**src/rtl/tpu_pkg.sv**
```systemverilog
// tpu_pkg: register addresses, CTRL bit positions and FSM states for tpu_regs.
package tpu_pkg;
    localparam logic [7:0] ADDR_CTRL     = 8'h00;
    localparam logic [7:0] ADDR_STATUS   = 8'h01;
    localparam logic [7:0] ADDR_TX_SLOT  = 8'h02;
    localparam logic [7:0] ADDR_RX_SLOT  = 8'h03;
    localparam logic [7:0] ADDR_TIMER_LO = 8'h04;
    localparam logic [7:0] ADDR_TIMER_HI = 8'h05;
    localparam int CTRL_RSTTPU      = 0;
    localparam int CTRL_TIMERINTMSK = 1;
    localparam int CTRL_TXSLOT_EN   = 2;
    localparam int CTRL_RXSLOT_EN   = 3;
    typedef enum logic {IDLE, COMMIT} state_t;
endpackage

```
**src/rtl/tpu_regs.sv**
```systemverilog
// tpu_regs: two-phase (accept/commit) write-only register block for the TPU timer.
// Optional TPU_REGS_SELFCLR_EN turns RSTTPU into a self-clearing one-cycle pulse.
module tpu_regs
    import tpu_pkg::*;
(
    input  logic        SYS_CLK,
    input  logic        SYS_RST,
    input  logic [7:0]  addr_out,
    input  logic [7:0]  data_out,
    input  logic        valid_out_m,
    output logic        ready_out,
    input  logic        TPUINT,
    output logic        RSTTPU,
    output logic        TIMERINTMSK,
    output logic        TXSLOT_EN,
    output logic        RXSLOT_EN,
    output logic        INTFLAG,
    output logic [7:0]  TX_SLOT,
    output logic [7:0]  RX_SLOT,
    output logic [15:0] TIMER_INT_VALUE,
    output logic        ADDR_ERR
);
    state_t     state;
    logic [7:0] addr_q;
    logic [7:0] data_q;
    logic [7:0] staging;
    logic       commit;
    logic       ctrl_wr;
    logic       clr_int;

    assign commit  = state == COMMIT;
    assign ctrl_wr = commit && addr_q == ADDR_CTRL;
    assign clr_int = commit && addr_q == ADDR_STATUS && data_q[0];

    always_ff @(posedge SYS_CLK or posedge SYS_RST) begin
        if (SYS_RST) begin
            state           <= IDLE;
            ready_out       <= 1'b1;
            addr_q          <= '0;
            data_q          <= '0;
            staging         <= '0;
            RSTTPU          <= 1'b1;
            TIMERINTMSK     <= 1'b0;
            TXSLOT_EN       <= 1'b0;
            RXSLOT_EN       <= 1'b0;
            INTFLAG         <= 1'b0;
            TX_SLOT         <= '0;
            RX_SLOT         <= '0;
            TIMER_INT_VALUE <= '0;
            ADDR_ERR        <= 1'b0;
        end else begin
            // a new interrupt on the clearing edge must not be lost
            INTFLAG  <= TPUINT | (INTFLAG & ~clr_int);
            ADDR_ERR <= commit && addr_q > ADDR_TIMER_HI;
`ifdef TPU_REGS_SELFCLR_EN
            RSTTPU   <= ctrl_wr && data_q[CTRL_RSTTPU];
`else
            if (ctrl_wr)
                RSTTPU <= data_q[CTRL_RSTTPU];
`endif
            if (state == IDLE) begin
                if (valid_out_m) begin
                    addr_q    <= addr_out;
                    data_q    <= data_out;
                    state     <= COMMIT;
                    ready_out <= 1'b0;
                end
            end else begin
                state     <= IDLE;
                ready_out <= 1'b1;
                case (addr_q)
                    ADDR_CTRL: begin
                        TIMERINTMSK <= data_q[CTRL_TIMERINTMSK];
                        TXSLOT_EN   <= data_q[CTRL_TXSLOT_EN];
                        RXSLOT_EN   <= data_q[CTRL_RXSLOT_EN];
                    end
                    ADDR_TX_SLOT:  TX_SLOT <= data_q;
                    ADDR_RX_SLOT:  RX_SLOT <= data_q;
                    ADDR_TIMER_LO: staging <= data_q;
                    ADDR_TIMER_HI: TIMER_INT_VALUE <= {data_q, staging};
                    default: ;
                endcase
            end
        end
    end
endmodule
```
**config.mk**
```make
export PLATFORM = sky130hd
export DESIGN_NAME = tpu_regs
export DESIGN_NICKNAME = d
export VERILOG_FILES = /design/src/rtl/tpu_pkg.sv /design/src/rtl/tpu_regs.sv
export SDC_FILE = /design/constraint.sdc
export NUM_CORES = 1
export LEC_CHECK = 0
export ABC_AREA = 1
export BUFFER_PORTS_ARGS = -buffer_cell sky130_fd_sc_hd__buf_2
export CORE_MARGIN = 1.5
export CORE_UTILIZATION = 57
export DETAILED_ROUTE_END_ITERATION = 12
export MAX_ROUTING_LAYER = met4
export PLACE_DENSITY = 0.84
export SYNTH_ARGS = -nofsm -noshare
export SYNTH_HDL_FRONTEND = slang
export SYNTH_SLANG_ARGS = --single-unit
```
**constraint.sdc**
```tcl
create_clock -name SYS_CLK -period 3.5 [get_ports SYS_CLK]
set_input_delay 0.7 -clock SYS_CLK [delete_from_list [all_inputs] [get_ports SYS_CLK]]
set_output_delay 0.7 -clock SYS_CLK [all_outputs]
set_load 0.01 [all_outputs]
```
Word level (Yosys, flattened, before mapping)
Cells that the tools add are included.

Flip-flop bits (word level): 64. Bits of input ports: 20. Output and inout port bits: 39.

$lt $le $gt $ge: 1. Equality and inequality tests: 5. Muxes and demuxes: 4. Bitwise gates (word level): 4. Reductions and logical operators: 12.

Operators with widths (number): 8-bit by 2-bit == test with 1-bit output, second input constant (2); 8-bit by 3-bit == test with 1-bit output, second input constant (2); 2-bit AND reduction (6); 8-bit by 1-bit == test with 1-bit output, second input constant (1); 8-bit by 3-bit > comparator with 1-bit output, second input constant (1); 8-bit zero test (1); 1-bit logical AND (4); 1-bit 2-to-1 mux (4); 1-bit NOT (2); 2-bit nonzero test (1); 1-bit bitwise AND (1); 1-bit bitwise OR (1).

Depth between registers and ports, before layout
Word-level depth: 6. Gate-level depth with buffers: 7. Depth with buffers taken out: 6.

Least setup slack after synthesis
OpenSTA, ideal clock, no wires.

Kind: input-to-reg. Start: in valid_out_m. End: reg addr_q[0]. Setup time: 0.132 ns. Data arrival time: 1.199 ns. Required time: 3.368 ns. Setup slack: 2.169 ns. Stages on the path: 4. Path buffers: 1. Path through: nand2_1 inv_1 clkbuf_1 o21ai_0.

Word-level cells in the longest chain between the ends: 1.

Ends and longest elaborated chain: start, declared (RTL line tpu_regs.sv:10) `input logic valid_out_m,`; 2-bit AND reduction (no line); end signal, assigned (RTL line tpu_regs.sv:63) `addr_q <= addr_out;`; end, declared (RTL line tpu_regs.sv:24) `logic [7:0] addr_q;`.

No other way between the ends. A chain may end at the register's enable or synchronous reset.

Final worst setup path
Start: reg state, in the netlist commit. End: reg data_q[0].

Word-level cells in the longest chain between the ends: 2.

Ends and longest elaborated chain: start, declared (RTL line tpu_regs.sv:23) `state_t state;`; start signal, assigned (RTL line tpu_regs.sv:37) `state <= IDLE;`; start signal, assigned (RTL line tpu_regs.sv:65) `state <= COMMIT;`; start signal, assigned (RTL line tpu_regs.sv:69) `state <= IDLE;`; 1-bit NOT (no line); 2-bit AND reduction (no line); end signal, assigned (RTL line tpu_regs.sv:64) `data_q <= data_out;`; end, declared (RTL line tpu_regs.sv:25) `logic [7:0] data_q;`.

No other way between the ends.

==> out/qor.yml <==
ctsHoldBuffers: 0
fin_skew_ns: 0.00662
cts_tree: "built"
drt_iter0_markers: 197
finalCritPeriodShare: 0.580
htree_num_levels: 3
post_cts.repair.setup_buffers: 0
grt_pass1_wl_mm: 8.96
grt_pass1_vias: 1975
synth_adder_area_share: 0
grt.overflow.total: 0
setup_viol: 0
yosys.area_share.simple: 0.327
pre_cts_ws_ns: 1.48
end_kind: "register"
clkSinkCount: 64
crit_fanout: 23
r2r_slack_ns: 1.47
yosysUniqueCellTypes: 20
sw_frac_of_total: 0.295
die_area_mm2: 0.00509
seqPwrFrac: 0.534
worst_path_largest_cell_delay_ns: 0.81
io_pins: 59
numPortBuffers: 58
power_density_mw_per_mm2: 550
clkPwrFrac: 0.313
start_kind: "register"
hold_violations: 0
leakagePower_nw: 1.83
slew_violations: 0
hold_class: "register to register"
vias_per_cell: 5.18
antenna_cells: 0
cp.arrival_ns: 2.23
synthTopCellsByCount: "nand2_1 (126), dfrtp_1 (62), nand3_1 (45), o21ai_0 (15)"
synth-compound-area-share: 0.0282
cap_violations: 0
intPower_mw: 1.21
antenna_found_initial: 0
ys_seq_area_frac: 0.602
fmaxAchievable_ghz: 0.493
areaGrowthSynthToFinish_pct: 17.2
p_sw_mw: 0.506
drt_wl_total_mm: 5.46
wl_per_cell_um: 13.3
syn_inst: 293
synth_enable_flop_cells: 0
synth_ff_type: "dfrtp_1"
yosys_warnings: 0
cp_cell_sequence: "inv_1 -> nand2_1 -> inv_1 -> nand2_1 -> o21ai_0"
core_area_mm2: 0.00441
reg2reg_from: "commit"
vias: 2128
crit_end: "data_q[0]"
synth.area.top_cells: "dfrtp_1 (58%), nand2_1 (18%), nand3_1 (8.5%), o21ai_0 (2.8%), dfstp_2 (2.0%)"
layout.nets: 374
setup-tns-final_ns: 0
hold_path_depth: 2
synth_fp_nets: 313
cp-startpoint: "commit"
cts-resized-gates: 0
initial_core_util: 0.603
worst_pin_slew_ns: 1.13
dr.pass1.iters: 4
syn_area_per_cell_um2: 9.09
fin_crit_ns: 2.03
fp.dieW_um: 71.4
synth_area_mm2: 0.00266
root_buffer: "clkbuf_8"
async_reset_ff_frac: 1.00
critPathSlowestCell: "dfrtp_1"
worst_slack_ns: 1.47
yosysMostFrequentCell: "nand2_1"
path_clk_slew_ns: 0.07
drc: 0
status: "finished clean"
clock_path_buffers: 2
grt_max_degree: 58
synth_seq_cells: 64
yosys.area.top_type: "dfrtp_1"
synth_top_family_by_area: "simple AND/OR/NAND/NOR gates"
rsz0062_at_grt: "false"
muxShareOfSynthArea: 0
power.share.combinational: 0.153
reg2reg_to: "data_q[0]"
synth_xor_area_frac: 0
timing.slew.headroom: 0.247
reg2regPathDepth: 5
drtAntennaViolNets: 0
dpl.hpwl_mm: 3.74
grt.total_usage: 0.242
core.rowCount: 24
synth_top_area_frac: 0.582
numCtsBuffers: 9
drive_above_1_share: 0.256
clkLatencyLatePin_ns: 0.34
place.gp.congestion: 0.799
fp.dieH_um: 71.4
ir_worst_vdd_uv: 381
cp.required_ns: 3.70
critPathKind: "register to register"
[per-stage QoR]
| stage | area [µm²] | cells | hold slack (ns) | total power, mW | utilization |
|---|---|---|---|---|---|
| after CTS | 3120 | 411 | 0.470 | 1.72 | 0.707 |
| after floorplan | 2660 | 293 | 0.443 | 1.08 | - |
| final | 3120 | 411 | 0.466 | 1.72 | 0.707 |
| after detailed placement | 2960 | 395 | 0.454 | 1.19 | 0.671 |
| after global routing | 3120 | 411 | 0.478 | 1.81 | 0.707 |
| after global placement | 2960 | 395 | 0.450 | 1.18 | 0.671 |
[registers in the layout (all words and copies together) (netlist names), 8 cells and up]
signal / flops
TIMER_INT_VALUE: 16
TX_SLOT: 8
staging: 8
data_q: 8
RX_SLOT: 8
addr_q: 8
[cells in the final DEF (no fill, tap or decap), drive strengths merged]
cell type / Yosys / final
nand2: 130 / 130
dfrtp: 62 / 62
buf: 6 / 59
nand3: 48 / 48
o21ai: 15 / 15
clkbuf: 3 / 15
nor2: 15 / 15
inv: 11 / 11
dfstp: 2 / 2
clkinv: 1 / 2
[power groups by stage]
stage          Clock (mW)  Sequential, mW  Combinational, mW
6_report            0.538           0.917              0.263
5_1_grt             0.578           0.928              0.300
4_1_cts             0.537           0.916              0.267
3_5_place_dp            0           0.928              0.266
3_3_place_gp            0           0.925              0.256
2_1_floorplan           0           0.936              0.146
[critical path: cells and delay by family (launching register included)]
kind            cells  cell delay [ns]
flops               1             0.81
simple gates        2             0.50
compound gates      1             0.09
buf+inv             2             0.49
[cells by family (layout without fill, tap and decap cells)]
family	Yosys count	in the layout
and+or+nand+nor	193	193
DFF	64	64
buffers and inverters	21	87
AOI/OAI and AO/OA	15	15
[per-layer routing]
metal  share of wire  global-route usage  wire length, µm  up-vias
li1                -                   -                -     1056
met1            0.44               0.322             2430      992
met2            0.47               0.357             2580       73
met3           0.070              0.0647              381        7
met4           0.014               0.101               78        0
met5               0                   -                0        -
[how the worst min path moves through the flow]
stage | from | to
global placement | TIMER_INT_VALUE[0] | TIMER_INT_VALUE[0]
CTS | TIMER_INT_VALUE[5] | TIMER_INT_VALUE[5]
global route | TIMER_INT_VALUE[11] | TIMER_INT_VALUE[11]
floorplan | staging[0] | staging[0]
finish | TIMER_INT_VALUE[5] | TIMER_INT_VALUE[5]
detailed placement | TIMER_INT_VALUE[5] | TIMER_INT_VALUE[5]
[area by class of cell]
class | instances | area (µm²)
sequential | 64 | 1600
fill | 347 | 1290
multi-input combinational | 208 | 946
timing repair buffer | 59 | 298
clock buffer | 15 | 156
tap | 52 | 65.1
inverter | 12 | 47.5
clock inverter | 1 | 5.00
Note: power is estimated with default switching activity, not from simulation.
